==> config.mk <==
export PLATFORM = sky130hd
export DESIGN_NAME = three_to_eight_priority_decoder
export DESIGN_NICKNAME = d
export VERILOG_FILES = /design/src/rtl/prio_dec_pkg.sv /design/src/rtl/one_hot_decode_3to8.sv /design/src/rtl/three_to_eight_priority_decoder.sv
export SDC_FILE = /design/constraint.sdc
export NUM_CORES = 1
export LEC_CHECK = 0
export ABC_CLOCK_PERIOD_IN_PS = 4350
export CORE_MARGIN = 2
export CORE_UTILIZATION = 51
export DETAILED_ROUTE_END_ITERATION = 8
export GPL_TIMING_DRIVEN = 0
export PLACE_DENSITY_LB_ADDON = 0.12
export SLEW_MARGIN = 20
export SYNTH_ARGS = -nofsm -noshare
export SYNTH_HDL_FRONTEND = slang
export SYNTH_HIERARCHICAL = 1
export SYNTH_SLANG_ARGS = --single-unit
==> constraint.sdc <==
create_clock -name clk -period 4.35 [get_ports clk]
set_input_delay 0.87 -clock clk [delete_from_list [all_inputs] [get_ports clk]]
set_output_delay 0.87 -clock clk [all_outputs]
set_load 0.05 [all_outputs]
==> src/rtl/prio_dec_pkg.sv <==
// Shared types and helpers for the three-to-eight priority decoder.
// The optional ordering check is enabled by defining PRIO_DEC_ORDER_CHECK_EN.
package prio_dec_pkg;

  localparam int CODE_W     = 3;
  localparam int VEC_W      = 8;
  localparam int CNT_W      = 4;
  localparam int IDLE_CNT_W = 8;

  typedef enum logic [1:0] {
    IDLE  = 2'd0,
    ACCUM = 2'd1,
    EMIT  = 2'd2
  } state_e;

  // Everything that belongs to the frame currently being collected or emitted.
  typedef struct packed {
    logic [VEC_W-1:0]      mask;
    logic [IDLE_CNT_W-1:0] idle_cnt;
    logic                  timeout;
    logic                  err;
  } frame_t;

  function automatic logic [CNT_W-1:0] popcount(input logic [VEC_W-1:0] v);
    logic [CNT_W-1:0] cnt;
    cnt = '0;
    for (int i = 0; i < VEC_W; i++) begin
      cnt = cnt + CNT_W'(v[i]);
    end
    return cnt;
  endfunction

endpackage

==> src/rtl/one_hot_decode_3to8.sv <==
// Combinational expansion of a 3-bit index into an 8-bit one-hot vector.
module one_hot_decode_3to8
  import prio_dec_pkg::*;
(
  input  logic [CODE_W-1:0] code,
  output logic [VEC_W-1:0]  onehot
);

  always_comb begin
    // NOTE: default every always_comb output first so no path can infer a latch.
    onehot       = '0;
    onehot[code] = 1'b1;
  end

endmodule

==> src/rtl/three_to_eight_priority_decoder.sv <==
// Rebuilds an 8-bit request vector from a frame of priority-encoded codes.
// Define PRIO_DEC_ORDER_CHECK_EN to flag frames whose codes are not strictly increasing.
module three_to_eight_priority_decoder
  import prio_dec_pkg::*;
#(
  parameter int unsigned IDLE_TIMEOUT = 15
) (
  input  logic              clk,
  input  logic              rst,
  input  logic              in_valid,
  output logic              in_ready,
  input  logic [CODE_W-1:0] in_code,
  input  logic              in_last,
  output logic              out_valid,
  input  logic              out_ready,
  output logic [VEC_W-1:0]  out_vec,
  output logic [CNT_W-1:0]  out_count,
  output logic              out_timeout,
  output logic              out_err
);

  localparam logic [IDLE_CNT_W-1:0] TIMEOUT_LIM = IDLE_CNT_W'(IDLE_TIMEOUT);
  localparam bit                    TIMEOUT_EN  = (IDLE_TIMEOUT != 0);

  state_e           state_q, state_d;
  frame_t           frame_q, frame_d;
  logic [VEC_W-1:0] code_hot;
  logic             accept;
  logic             emitting;
  logic             order_viol;

  assign in_ready = (state_q != EMIT);
  assign accept   = in_valid && in_ready;
  assign emitting = (state_q == EMIT);

  one_hot_decode_3to8 u_one_hot (
    .code   (in_code),
    .onehot (code_hot)
  );

`ifdef PRIO_DEC_ORDER_CHECK_EN
  logic [CODE_W-1:0] prev_code_q, prev_code_d;

  // Only codes after the first of a frame are compared, so prev_code needs no frame clear.
  always_comb begin
    prev_code_d = prev_code_q;
    order_viol  = 1'b0;
    if (accept) begin
      prev_code_d = in_code;
      order_viol  = (state_q == ACCUM) && (in_code <= prev_code_q);
    end
  end

  always_ff @(posedge clk) begin
    if (rst) prev_code_q <= '0;
    else     prev_code_q <= prev_code_d;
  end
`else
  assign order_viol = 1'b0;
`endif

  always_comb begin
    state_d = state_q;
    frame_d = frame_q;
    unique case (state_q)
      IDLE: begin
        if (accept) begin
          frame_d      = '0;
          frame_d.mask = code_hot;
          state_d      = in_last ? EMIT : ACCUM;
        end
      end
      ACCUM: begin
        if (accept) begin
          frame_d.mask     = frame_q.mask | code_hot;
          frame_d.idle_cnt = '0;
          frame_d.err      = frame_q.err | order_viol;
          if (in_last) state_d = EMIT;
        end else if (TIMEOUT_EN) begin
          frame_d.idle_cnt = frame_q.idle_cnt + 1'b1;
          if (frame_d.idle_cnt == TIMEOUT_LIM) begin
            frame_d.timeout = 1'b1;
            state_d         = EMIT;
          end
        end
      end
      EMIT: begin
        // Outputs hold from frame_q until the consumer takes the vector.
        if (out_ready) begin
          frame_d = '0;
          state_d = IDLE;
        end
      end
      default: begin
        frame_d = '0;
        state_d = IDLE;
      end
    endcase
  end

  always_ff @(posedge clk) begin
    // NOTE: sequential state uses non-blocking assignments so every flop samples pre-edge values.
    if (rst) begin
      state_q <= IDLE;
      frame_q <= '0;
    end else begin
      state_q <= state_d;
      frame_q <= frame_d;
    end
  end

  assign out_valid   = emitting;
  assign out_vec     = emitting ? frame_q.mask : '0;
  assign out_count   = emitting ? popcount(frame_q.mask) : '0;
  assign out_timeout = emitting & frame_q.timeout;
  assign out_err     = emitting & frame_q.err;

endmodule

==> flow_summary.ini <==
[run_status]
status = finished, final reports clean

[global_route]
grt_pass1_wl_mm = 4.47
grt_pass1_vias = 1060
antenna_found_initial = 0
grt_overflow = 0
grt_max_degree = 12
grtUsageTotal = 0.215

[detailed_routing]
dr.pass1.iters = 4
vias_per_cell = 5.49
drtIter0Drc = 22
postRouteAntennaNets = 0
drcViolationCount = 0
drt-total-wl_mm = 2.59
vias = 1141
wl_per_cell_um = 12.4

[sta]
setup_viol = 0
hold_violations = 0
worst_slew_pin_slew_ns = 0.685
rsz0062_at_grt = false
fin_tns_setup_ns = 0
relSlewSlack = 0.543
fin_crit_sh = 0.962
fmax_ghz = 0.239
drv_slew = 0
fin_crit_ns = 4.19
skew_ns = 0.00672
holdWs_ns = 0.495

[cells_and_area]
nFillCells = 207
syn_to_final_growth_pct = 22.4
drive_above_1_share = 0.0889
final_cells = 208
regArea_um2 = 380
fin_nets = 198
layout_commonest_cell = nor2_1
insertedDiodeCount = 0
final_cell_mix = 28 x nor2_1, 19 x dfxtp_1, 19 x clkdlybuf4s50_1
multi_input_area_um2 = 756
final_core_util = 0.668

[floorplanning]
design.die.area_um2 = 2820
rows = 17
fp.dieH_um = 53.1
boundaryPins = 24
initial_core_util = 0.546
core_um2 = 2250
die_x_um = 53.1

[worst_setup_path]
worst-setup-path-type = reg2out
critPathMaxFanout = 3
cp.required_ns = 3.48
critPathArrivalTime_ns = 3.32
cp-start-kind = flip-flop
worst_r2r_endpoint = state_q[0]$_SDFFE_PP0P_
endpoint_kind = output port
r2r-start = frame_q[2]$_SDFFE_PP0P_
r2r_cells = 5
rrSetupSlack_ns = 2.49

[placed_design]
post-dp-hpwl_mm = 1.98
port_buffers = 22
placed_cells = 204
gp_congestion = 0.850

[clock_tree]
cts_hold_buffers = 0
cts_inserted_buffers = 3
tritoncts = built
cts.sinks = 19
clockBufferDepth = 2
h-tree-depth = 1
clk-insertion-delay-late_ns = 0.29
root_buffer = clkbuf_4
clk_pin_slew_worst_paths_ns = 0.10

[min_path]
holdCritStartpoint = frame_q[1]$_SDFFE_PP0P_
min_path_type = reg2reg
hold_depth = 2
worst_hold_path.endpoint = frame_q[1]$_SDFFE_PP0P_

[flow_run]
drv_cap = 0

[pwr]
powerDensity_nw_per_um2 = 216
p_leak_nw = 0.602
irDropWorstVdd_uv = 198

[logic_synthesis]
synth.distinct_cells = 38
synth_cells = 154
synth_nets = 171
syn_avg_cell_area_um2 = 7.99
ys_ff_latch = 19
syn_area_um2 = 1230
seq_area_frac_synth = 0.309
ys_warn_count = 6
-- worst max path at each step --
stage | start | to | depth (start not counted) | slack (ns)
after global placement | frame_q[10]$_SDFFE_PP0P_ | out_count[2] | 11 | 0.03
after detailed placement | frame_q[10]$_SDFFE_PP0P_ | out_count[2] | 11 | -0.02
final | frame_q[10]$_SDFFE_PP0P_ | out_count[3] | 9 | 0.16
after floorplan | frame_q[10]$_SDFFE_PP0P_ | out_count[2] | 10 | 0.31
after CTS | frame_q[10]$_SDFFE_PP0P_ | out_count[1] | 10 | 0.02
after global routing | frame_q[10]$_SDFFE_PP0P_ | out_count[3] | 9 | 0.01
-- through the flow --
stage	setup WS [ns]	area [µm²]	total power [W]
3_3_place_gp	0.0270	1490	0.000240
6_report	0.165	1510	0.000326
4_1_cts	0.0155	1520	0.000328
2_1_floorplan	0.310	1230	0.000221
3_5_place_dp	-0.0186	1490	0.000241
5_1_grt	0.00994	1510	0.000343
-- flip-flops by register name, summed over array words and instances, names as in the netlist --
| register | flops |
|---|---|
| state_q | 2 |
| frame_q | 17 |
-- synth_stat cells --
master / n / area [µm²]
and3_4: 1 / 11.3
ha_1: 5 / 62.6
and2_1: 6 / 37.5
a31oi_1: 4 / 25.0
and3_2: 1 / 7.51
a211o_1: 1 / 8.76
a21oi_1: 8 / 40.0
dfxtp_1: 19 / 380
buf_2: 1 / 5.00
inv_1: 14 / 52.6
or2_2: 1 / 6.26
a2111o_1: 1 / 11.3
a22o_1: 1 / 8.76
nand3b_1: 1 / 7.51
and3_1: 2 / 12.5
a211oi_1: 1 / 7.51
conb_1: 1 / 3.75
nand4_1: 1 / 6.26
or3_1: 2 / 12.5
buf_4: 1 / 7.51
or4b_2: 1 / 10.0
nor2b_1: 3 / 18.8
o21ai_0: 7 / 35.0
clkbuf_1: 5 / 18.8
nor2_1: 28 / 105
nand2_1: 2 / 7.51
buf_6: 1 / 11.3
a22oi_1: 10 / 75.1
or3b_1: 1 / 8.76
nand3_1: 2 / 10.0
nor3b_1: 5 / 37.5
o22ai_1: 2 / 12.5
xor2_1: 3 / 26.3
nor3_1: 3 / 15.0
and3b_2: 3 / 30.0
nand2b_1: 1 / 6.26
fa_1: 4 / 80.1
xnor2_1: 1 / 8.76
-- metal layers --
layer | vias up | track usage | wire length (µm)
met1 | 539 | 0.283 | 1270
met3 | 2 | 0.0367 | 108
met5 | - | 0 | 0
li1 | 579 | - | -
met2 | 21 | 0.365 | 1190
met4 | 0 | 0.0513 | 17
-- kinds of logic (layout without fill, tap and decap cells) --
| group | Yosys count | in the layout | share of synthesized area |
|---|---|---|---|
| xor gates and xnor gates | 4 | 4 | 0.0285 |
| AOI/OAI and AO/OA | 35 | 35 | 0.182 |
| adders and majority gates | 9 | 9 | 0.116 |
| other | 1 | 1 | 0.00305 |
| buffers and inverters | 22 | 48 | 0.0772 |
| and+or+nand+nor | 64 | 64 | 0.285 |
| DFF | 19 | 19 | 0.309 |
-- power by group --
group          switching (W)  total (W)  internal [W]
registers         0.00000329   0.000180      0.000177
logic              0.0000351  0.0000574     0.0000223
clock network      0.0000537  0.0000878     0.0000341
total              0.0000921   0.000326      0.000234
-- worst max-delay path, cell delays in order, from the launching register on --
cell,delay [ns]
dfxtp_1,0.35
fa_1,0.53
inv_1,0.05
fa_1,0.49
fa_1,0.41
inv_1,0.06
ha_1,0.16
a21oi_1,0.07
nor2_1,0.10
clkdlybuf4s50_1,0.81
-- cell type report --
cell class / instances / area share
Clock buffer: 3 / 0.0150
Multi-Input combinational cell: 113 / 0.502
Sequential cell: 19 / 0.252
Tap cell: 28 / 0.0233
Timing Repair Buffer: 22 / 0.141
Inverter: 14 / 0.0349
Buffer: 8 / 0.0282
Clock inverter: 1 / 0.00332
-- what timing repair did --
action,in CTS,in global routing
hold endpoints to repair,0,0
endpoints found under the setup margin,2,3
buffers inserted,0,0
gates resized for setup,5,4
Note: power is estimated with default switching activity, not from simulation.
